## src/rtl/pixel_trace_scheduler.sv

```systemverilog
// Per-pixel sphere-intersection scheduler: walks the raster, reads each sphere's
// hit result in turn and hands the nearest hit to the frame buffer.
module pixel_trace_scheduler #(
    parameter int                NUM_SPHERES = 4,
    parameter int                DIST_W      = 64,
    parameter logic [DIST_W-1:0] FAR_DIST    = 64'hEFFF_FFFF_FFFF_FFFF,
    parameter int                H_RES       = 640,
    parameter int                V_RES       = 480,
    parameter int                RAY_LAT     = 2,
    localparam int               SW          = (NUM_SPHERES > 1) ? $clog2(NUM_SPHERES) : 1
) (
    input  logic              Clk,
    input  logic              Reset_n,
    input  logic              Start,
    input  logic              Abort,
    input  logic              Ray_Valid,
    input  logic              Collision,
    input  logic [DIST_W-1:0] Curr_Dist,
    input  logic              Write_Ready,
    output logic [9:0]        Pixel_X,
    output logic [9:0]        Pixel_Y,
    output logic [SW-1:0]     Sphere_Index,
    output logic              Write_Valid,
    output logic              Write_Hit,
    output logic [SW-1:0]     Write_Index,
    output logic [DIST_W-1:0] Best_Dist,
    output logic              Busy,
    output logic              Frame_Done
);

    typedef enum logic [2:0] {
        IDLE,
        RAY_WAIT,
        SPH_ADDR,
        SPH_EVAL,
        WRITE
    } state_t;

    localparam logic [3:0]    DWELL_MIN = 4'(RAY_LAT - 1);
    localparam logic [SW-1:0] LAST_SPH  = SW'(NUM_SPHERES - 1);
    localparam logic [9:0]    LAST_X    = 10'(H_RES - 1);
    localparam logic [9:0]    LAST_Y    = 10'(V_RES - 1);

    state_t     state;
    logic [3:0] dwell;
    logic       closer_hit;

    // Strict compare: an equal distance from a later sphere never displaces the earlier one.
    assign closer_hit = Collision && (Curr_Dist < Best_Dist);

    // Sphere_Index doubles as the sphere counter; it returns to zero whenever the
    // FSM leaves the evaluation loop, so it reads 0 in every other state.
    // NOTE: all state here uses non-blocking assignments so every register samples
    // pre-edge values; the Abort block below relies on last-assignment-wins ordering.
    always_ff @(posedge Clk or negedge Reset_n) begin
        if (!Reset_n) begin
            state        <= IDLE;
            dwell        <= '0;
            Pixel_X      <= '0;
            Pixel_Y      <= '0;
            Sphere_Index <= '0;
            Write_Valid  <= 1'b0;
            Write_Hit    <= 1'b0;
            Write_Index  <= '0;
            Best_Dist    <= FAR_DIST;
            Busy         <= 1'b0;
            Frame_Done   <= 1'b0;
        end else begin
            Frame_Done <= 1'b0;
            case (state)
                IDLE: begin
                    if (Start) begin
                        state   <= RAY_WAIT;
                        Busy    <= 1'b1;
                        Pixel_X <= '0;
                        Pixel_Y <= '0;
                        dwell   <= '0;
                    end
                end
                RAY_WAIT: begin
                    if (dwell != 4'hF) dwell <= dwell + 4'd1;
                    if ((dwell >= DWELL_MIN) && Ray_Valid) begin
                        state        <= SPH_ADDR;
                        Sphere_Index <= '0;
                        Best_Dist    <= FAR_DIST;
                        Write_Index  <= '0;
                        Write_Hit    <= 1'b0;
                    end
                end
                SPH_ADDR: state <= SPH_EVAL;
                SPH_EVAL: begin
                    if (closer_hit) begin
                        Best_Dist   <= Curr_Dist;
                        Write_Index <= Sphere_Index;
                        Write_Hit   <= 1'b1;
                    end
                    if (Sphere_Index == LAST_SPH) begin
                        state        <= WRITE;
                        Sphere_Index <= '0;
                        Write_Valid  <= 1'b1;
                    end else begin
                        state        <= SPH_ADDR;
                        Sphere_Index <= Sphere_Index + SW'(1);
                    end
                end
                WRITE: begin
                    if (Write_Ready) begin
                        Write_Valid <= 1'b0;
                        dwell       <= '0;
                        if (Pixel_X == LAST_X) begin
                            Pixel_X <= '0;
                            if (Pixel_Y == LAST_Y) begin
                                Pixel_Y    <= '0;
                                Frame_Done <= 1'b1;
                                Busy       <= 1'b0;
                                state      <= IDLE;
                            end else begin
                                Pixel_Y <= Pixel_Y + 10'd1;
                                state   <= RAY_WAIT;
                            end
                        end else begin
                            Pixel_X <= Pixel_X + 10'd1;
                            state   <= RAY_WAIT;
                        end
                    end
                end
                default: state <= IDLE;
            endcase

            // Abort overrides everything above, including a same-cycle write acceptance.
            if (Abort) begin
                state        <= IDLE;
                Busy         <= 1'b0;
                Pixel_X      <= '0;
                Pixel_Y      <= '0;
                Sphere_Index <= '0;
                Write_Valid  <= 1'b0;
                Frame_Done   <= 1'b0;
            end
        end
    end

endmodule

```

## config.mk

```make
export PLATFORM = sky130hd
export DESIGN_NAME = pixel_trace_scheduler
export DESIGN_NICKNAME = d
export VERILOG_FILES = /design/src/rtl/pixel_trace_scheduler.sv
export SDC_FILE = /design/constraint.sdc
export NUM_CORES = 1
export LEC_CHECK = 0
export ABC_AREA = 1
export BUFFER_PORTS_ARGS = -buffer_cell sky130_fd_sc_hd__buf_2
export CAP_MARGIN = 10
export CORE_UTILIZATION = 49
export DETAILED_ROUTE_END_ITERATION = 8
export GPL_ROUTABILITY_DRIVEN = 1
export PLACE_DENSITY = 0.78
export SYNTH_ARGS = -nofsm -noshare
export SYNTH_HDL_FRONTEND = slang
export SYNTH_SLANG_ARGS = --single-unit
```

## constraint.sdc

```tcl
create_clock -name Clk -period 2.2 [get_ports Clk]
set_clock_uncertainty 0.1 [all_clocks]
set_input_delay 0.33 -clock Clk [delete_from_list [all_inputs] [get_ports Clk]]
set_output_delay 0.33 -clock Clk [all_outputs]
set_load 0.02 [all_outputs]
```

# After elaboration in Yosys (flattened, before gate mapping)
# Index checks and enable logic that the tools add are counted.
dict set report word_totals {
  regBits 99
  latch_bits 0
  ram_bits 0
  romBits 0
  in_bits 71
  out_inout_bits 92
  memories 0
}
dict set report op_classes {
  n_addsub 4
  multipliers 0
  div 0
  order_cmp 2
  eq_ne 19
  n_shift 0
  n_mux 49
  bitwise_logic 0
  n_reduce_logical 16
}
# op n
set ops {}
lappend ops {{$mux W64} 2}
lappend ops {{$pmux W64 S2} 1}
lappend ops {{$mux W10} 8}
lappend ops {{$lt A64 B64 Y1} 1}
lappend ops {{$pmux W10 S2} 2}
lappend ops {{$add A10 B1 Y10 const B} 2}
lappend ops {{$mux W3} 6}
lappend ops {{$ne A3 B3 Y1 const B} 6}
lappend ops {{$mux W1} 16}
lappend ops {{$pmux W3 S5} 1}
lappend ops {{$mux W4} 3}
lappend ops {{$pmux W4 S3} 1}
lappend ops {{$reduce_and A3 Y1} 4}
lappend ops {{$reduce_bool A3 Y1} 4}
lappend ops {{$eq A10 B10 Y1 const B} 1}
lappend ops {{$eq A10 B9 Y1 const B} 1}
lappend ops {{$ne A2 B2 Y1 const B} 5}
lappend ops {{$mux W2} 4}
lappend ops {{$pmux W2 S2} 2}
lappend ops {{$reduce_and A4 Y1} 2}
lappend ops {{$eq A3 B2 Y1 const B} 2}
lappend ops {{$pmux W1 S2} 3}
lappend ops {{$reduce_and A5 Y1} 1}
lappend ops {{$add A4 B1 Y4 const B} 1}
lappend ops {{10 further kinds} 11}

# Depth between registers and ports, before layout
dict set report depth {
  word_depth 6
  mapped_depth 19
}

# Least setup slack after synthesis
# OpenSTA, ideal clock, no wires.
dict set report synth_timing {
  path_type {register to register}
  startpoint {reg Best_Dist[63]}
  endpoint {reg Best_Dist[60]}
  setup_ps 117
  arrival_time_ps 2149
  setup_slack_ps -166
  stages_incl_launch_ff 17
  synth_period_minus_slack_ps 2366
  path_cell_list {dfstp_2 -> inv_1 -> ha_1 -> nand2_1 -> inv_2 -> nand3_1 -> nor2_1 -> nand2_1 -> or2_0 -> o22ai_1 -> nor2_1 -> nand2_2 -> nand2_1 -> buf_6 -> buf_6 -> nand2_1 -> nand2_1}
}
dict set report synth_between {
  elab_chain_len 4
}
# element line_no
set synth_rtl {}
lappend synth_rtl {{from (decl)} 26} ;# output logic [DIST_W-1:0] Best_Dist,
lappend synth_rtl {{from (signal assigned)} 93} ;# Best_Dist <= Curr_Dist;
lappend synth_rtl {{$lt A64 B64 Y1} 49} ;# assign closer_hit = Collision && (Curr_Dist < Best_Dist);
lappend synth_rtl {{$logic_and A1 B1 Y1} 49}
lappend synth_rtl {{$ne A2 B2 Y1 (no source line)} --}
lappend synth_rtl {{$reduce_and A3 Y1 (no source line)} --}
# Every way passes these cells.
# A chain may end at the register's enable or synchronous reset.

# Worst setup path after layout
dict set report layout_timing {
  startpoint {reg Best_Dist[63]}
  endpoint {reg Best_Dist[49]}
}
# The elaborated chain is that of the path after synthesis.

==> impl_results.md <==
- Commonest non-fill, non-tap cell in the layout: nand2_1
- Initial antenna violation count: 0
- Drt initial violations: about 510
- Vias: around 6.8k
- Crit path capture type: register
- DRC Markers: 0
- DR vias/cell: between 5 and 6
- Yosys warning total: 0
- Layout overhead on the synthesized area: 39.3%
- Met2 WL: ~10000 um
- Sequential area share after synthesis: 0.389
- Core Rows: 41
- Initial core utilization: 0.511
- Wire length per cell: between 15 and 20 um
- GR Util All Layers: 0.277
- Slew Viols, Final: 0
- Highest Signal Layer: met4
- Netlist cell types: 35
- Mapped Nets: 995
- Die Area: 0.0139 sq mm
- Fillers: slightly below 1k
- Critical path launch point type: register
- Worst setup path class: reg -> reg
- ANT cells: 0
- Min Clock Period, post-route: ~2600 ps
- Hold Violations, Final: 0
- Crit-path cells: inv_2 -> ha_4 -> nand2_4 -> inv_2 -> nand3_4 -> nor2_4 -> nand2_2 -> or2_0 -> o22ai_1 -> nor2_2 -> nand2_4 -> nand2_8 -> buf_6 -> nand2_1 -> nand2_1
- Worst path top cell family by delay: simple AND/OR/NAND/NOR gates
- Static Leak: between 4 and 5 nW
- WP buf/inv: 3
- Io pins: roughly 160
- Slew @ Worst Pin: slightly below 600 ps
- Pwr/cell area: 1340 mW/mm^2
- Routed Antenna Nets: 0
- Cell Area, Synth: approximately 0.0066 sq mm
- CTS tree: yes
- Core area: 0.0129 sq mm
- Max Clk Rate: about 380 MHz
- FF+latch area: about 0.0026 sq mm
- Grt ovf: 0
- Required @ worst endpoint: around 2400 ps
- Clock Path Buffers: 2
- Vias in the first global route: about 6.4k
- Core Util, Final: 0.712
- DRT met1 WL: around 8700 um
- Setup violators final: 67
- Max stage delay on crit path: 540 ps
- PnR worst setup slack: -415 ps
- Crit-path max FO: 9
- Metal3 WL: roughly 990 um
- Layout cell share with drive strength beyond 1: 0.440
- MaxCap Viol Count: 0
- WL final: between 20000 and 25000 um
- Syn Inst Count: 855
- Post-place setup slack: -226 ps
- Slew HR: 0.604
- Worst Path Arrival: around 2800 ps
- Most frequent cells in the layout: 183 x nand2_1, 161 x buf_2, 108 x inv_1
- Flops & latches, synth: around 100
- Unrepaired setup endpoints after global routing: true
- Tcrit/Tclk final: 1.19
- DR pass1 iterations: 5
- Hold slack final: 174 ps
- Die height: 118 um
- Worst skew pair latency: ~350 ps
- Failing checks: setup timing
- VDD IR max: approximately 0.60 mV
- Hold Crit Class: in -> reg
- DP Wirelength: about 13000 um
- H-tree lvl count: 3
- Final net count: 1241
- Footprint of the multi-input gates: ~0.0037 sq mm
- CP max-delay cell: dfstp_2
- Placer Congestion: roughly 0.86
- CTS root buffer: clkbuf_16
- Die X-Extent: 118 um
- Largest net degree at the start of global routing: between 60 and 70
- Status: finished, violations left
- Num CTS Buffers: 9
- Port Buffers: between 150 and 200
- Clock Sinks: a little under 100
- Mean Syn Cell Area: about 7.7 sq um
- Global-route wire length before repair: 30800 um
- Clk slew on worst S/H paths: about 70 ps
==> state kept, by name, indices dropped and copies added (netlist names) <==
signal / count
Best_Dist: 64
Busy: 1
Frame_Done: 1
Pixel_X: 10
Pixel_Y: 10
Sphere_Index: 2
Write_Hit: 1
Write_Index: 2
Write_Valid: 1
dwell: 4
state: 3
==> power by group <==
group	switching [mW]	internal (mW)
logic	4.08	3.08
registers	0.431	2.95
clock network	0.702	1.01
total	5.21	7.05
==> per-layer routing <==
metal,vias to the layer above,track usage
met5,-,0
met4,0,0.116
met3,61,0.0397
met2,263,0.468
met1,3189,0.353
li1,3239,-
==> synthesized netlist by cell type <==
cell	instances	area, sq um
nor4_1	3	18.8
a21oi_2	1	8.76
o21ai_0	30	150
buf_2	7	35.0
nand4_1	8	50.1
and2_0	1	6.26
nand3_2	2	20.0
o31ai_1	1	7.51
or2_2	62	388
nor3_1	12	60.1
o221a_2	1	11.3
o21a_1	2	15.0
nand3_1	97	485
nand2_1	210	788
nand2_2	4	25.0
o21bai_1	1	7.51
nor2_1	49	184
nor2_2	1	6.26
and3_1	2	12.5
inv_2	2	7.51
o22ai_2	1	12.5
dfrtp_1	36	901
nand3b_1	1	7.51
clkbuf_1	13	48.8
o22ai_1	2	12.5
or2_0	1	6.26
buf_4	6	45.0
o21ai_1	2	10.0
ha_1	69	863
buf_6	5	56.3
a21oi_1	40	200
a31oi_1	1	6.26
xor2_1	4	35.0
inv_1	115	432
dfstp_2	63	1660
==> area by class of cell <==
class,instances,share of cell area
clock inverter,1,0.00328
multi-input combinational,608,0.409
tap,172,0.0235
inverter,117,0.0479
clock buffer,15,0.0314
sequential,99,0.279
timing repair buffer,266,0.206
==> timing repair <==
action,in CTS,in global routing
buffers inserted,4,3
endpoints found under the hold margin,12,0
setup endpoints to repair,67,71
gates cloned,4,8
hold buffers,1,0
gates resized for setup,31,65
pin swaps,9,23
==> per-stage QoR <==
stage / area [sq um] / std cells / TNS (ps) / power, mW
after floorplan: 6580 / 855 / -3850 / 7.14
after CTS: 8690 / 1267 / -12190 / 11.6
after global placement: 8110 / 1242 / -7600 / 9.35
final: 9170 / 1278 / -22970 / 12.3
after detailed placement: 8110 / 1242 / -13250 / 9.56
after global routing: 9170 / 1278 / -27910 / 13.1
==> cell families (layout without fill, tap and decap cells) <==
group,after synthesis,after routing,share of synthesized area
xor+xnor,4,4,0.00532
simple gates,453,453,0.313
buf+inv,148,399,0.0949
compound gates,82,82,0.0671
fa+ha+maj,69,69,0.131
flops,99,99,0.389
==> worst paths after layout <==
path,from,to,slack (ps),cells past startpoint
max,Best_Dist[63],Best_Dist[49],-420,15
min,Abort,state[0],170,2
max reg2reg,Best_Dist[63],Best_Dist[49],-420,15
min reg2reg,Best_Dist[32],Best_Dist[32],390,2
max in group asynchronous,Reset_n,Best_Dist[31],830,3
min in group asynchronous,Reset_n,Best_Dist[60],410,2
(Power assumes the default switching activity.)
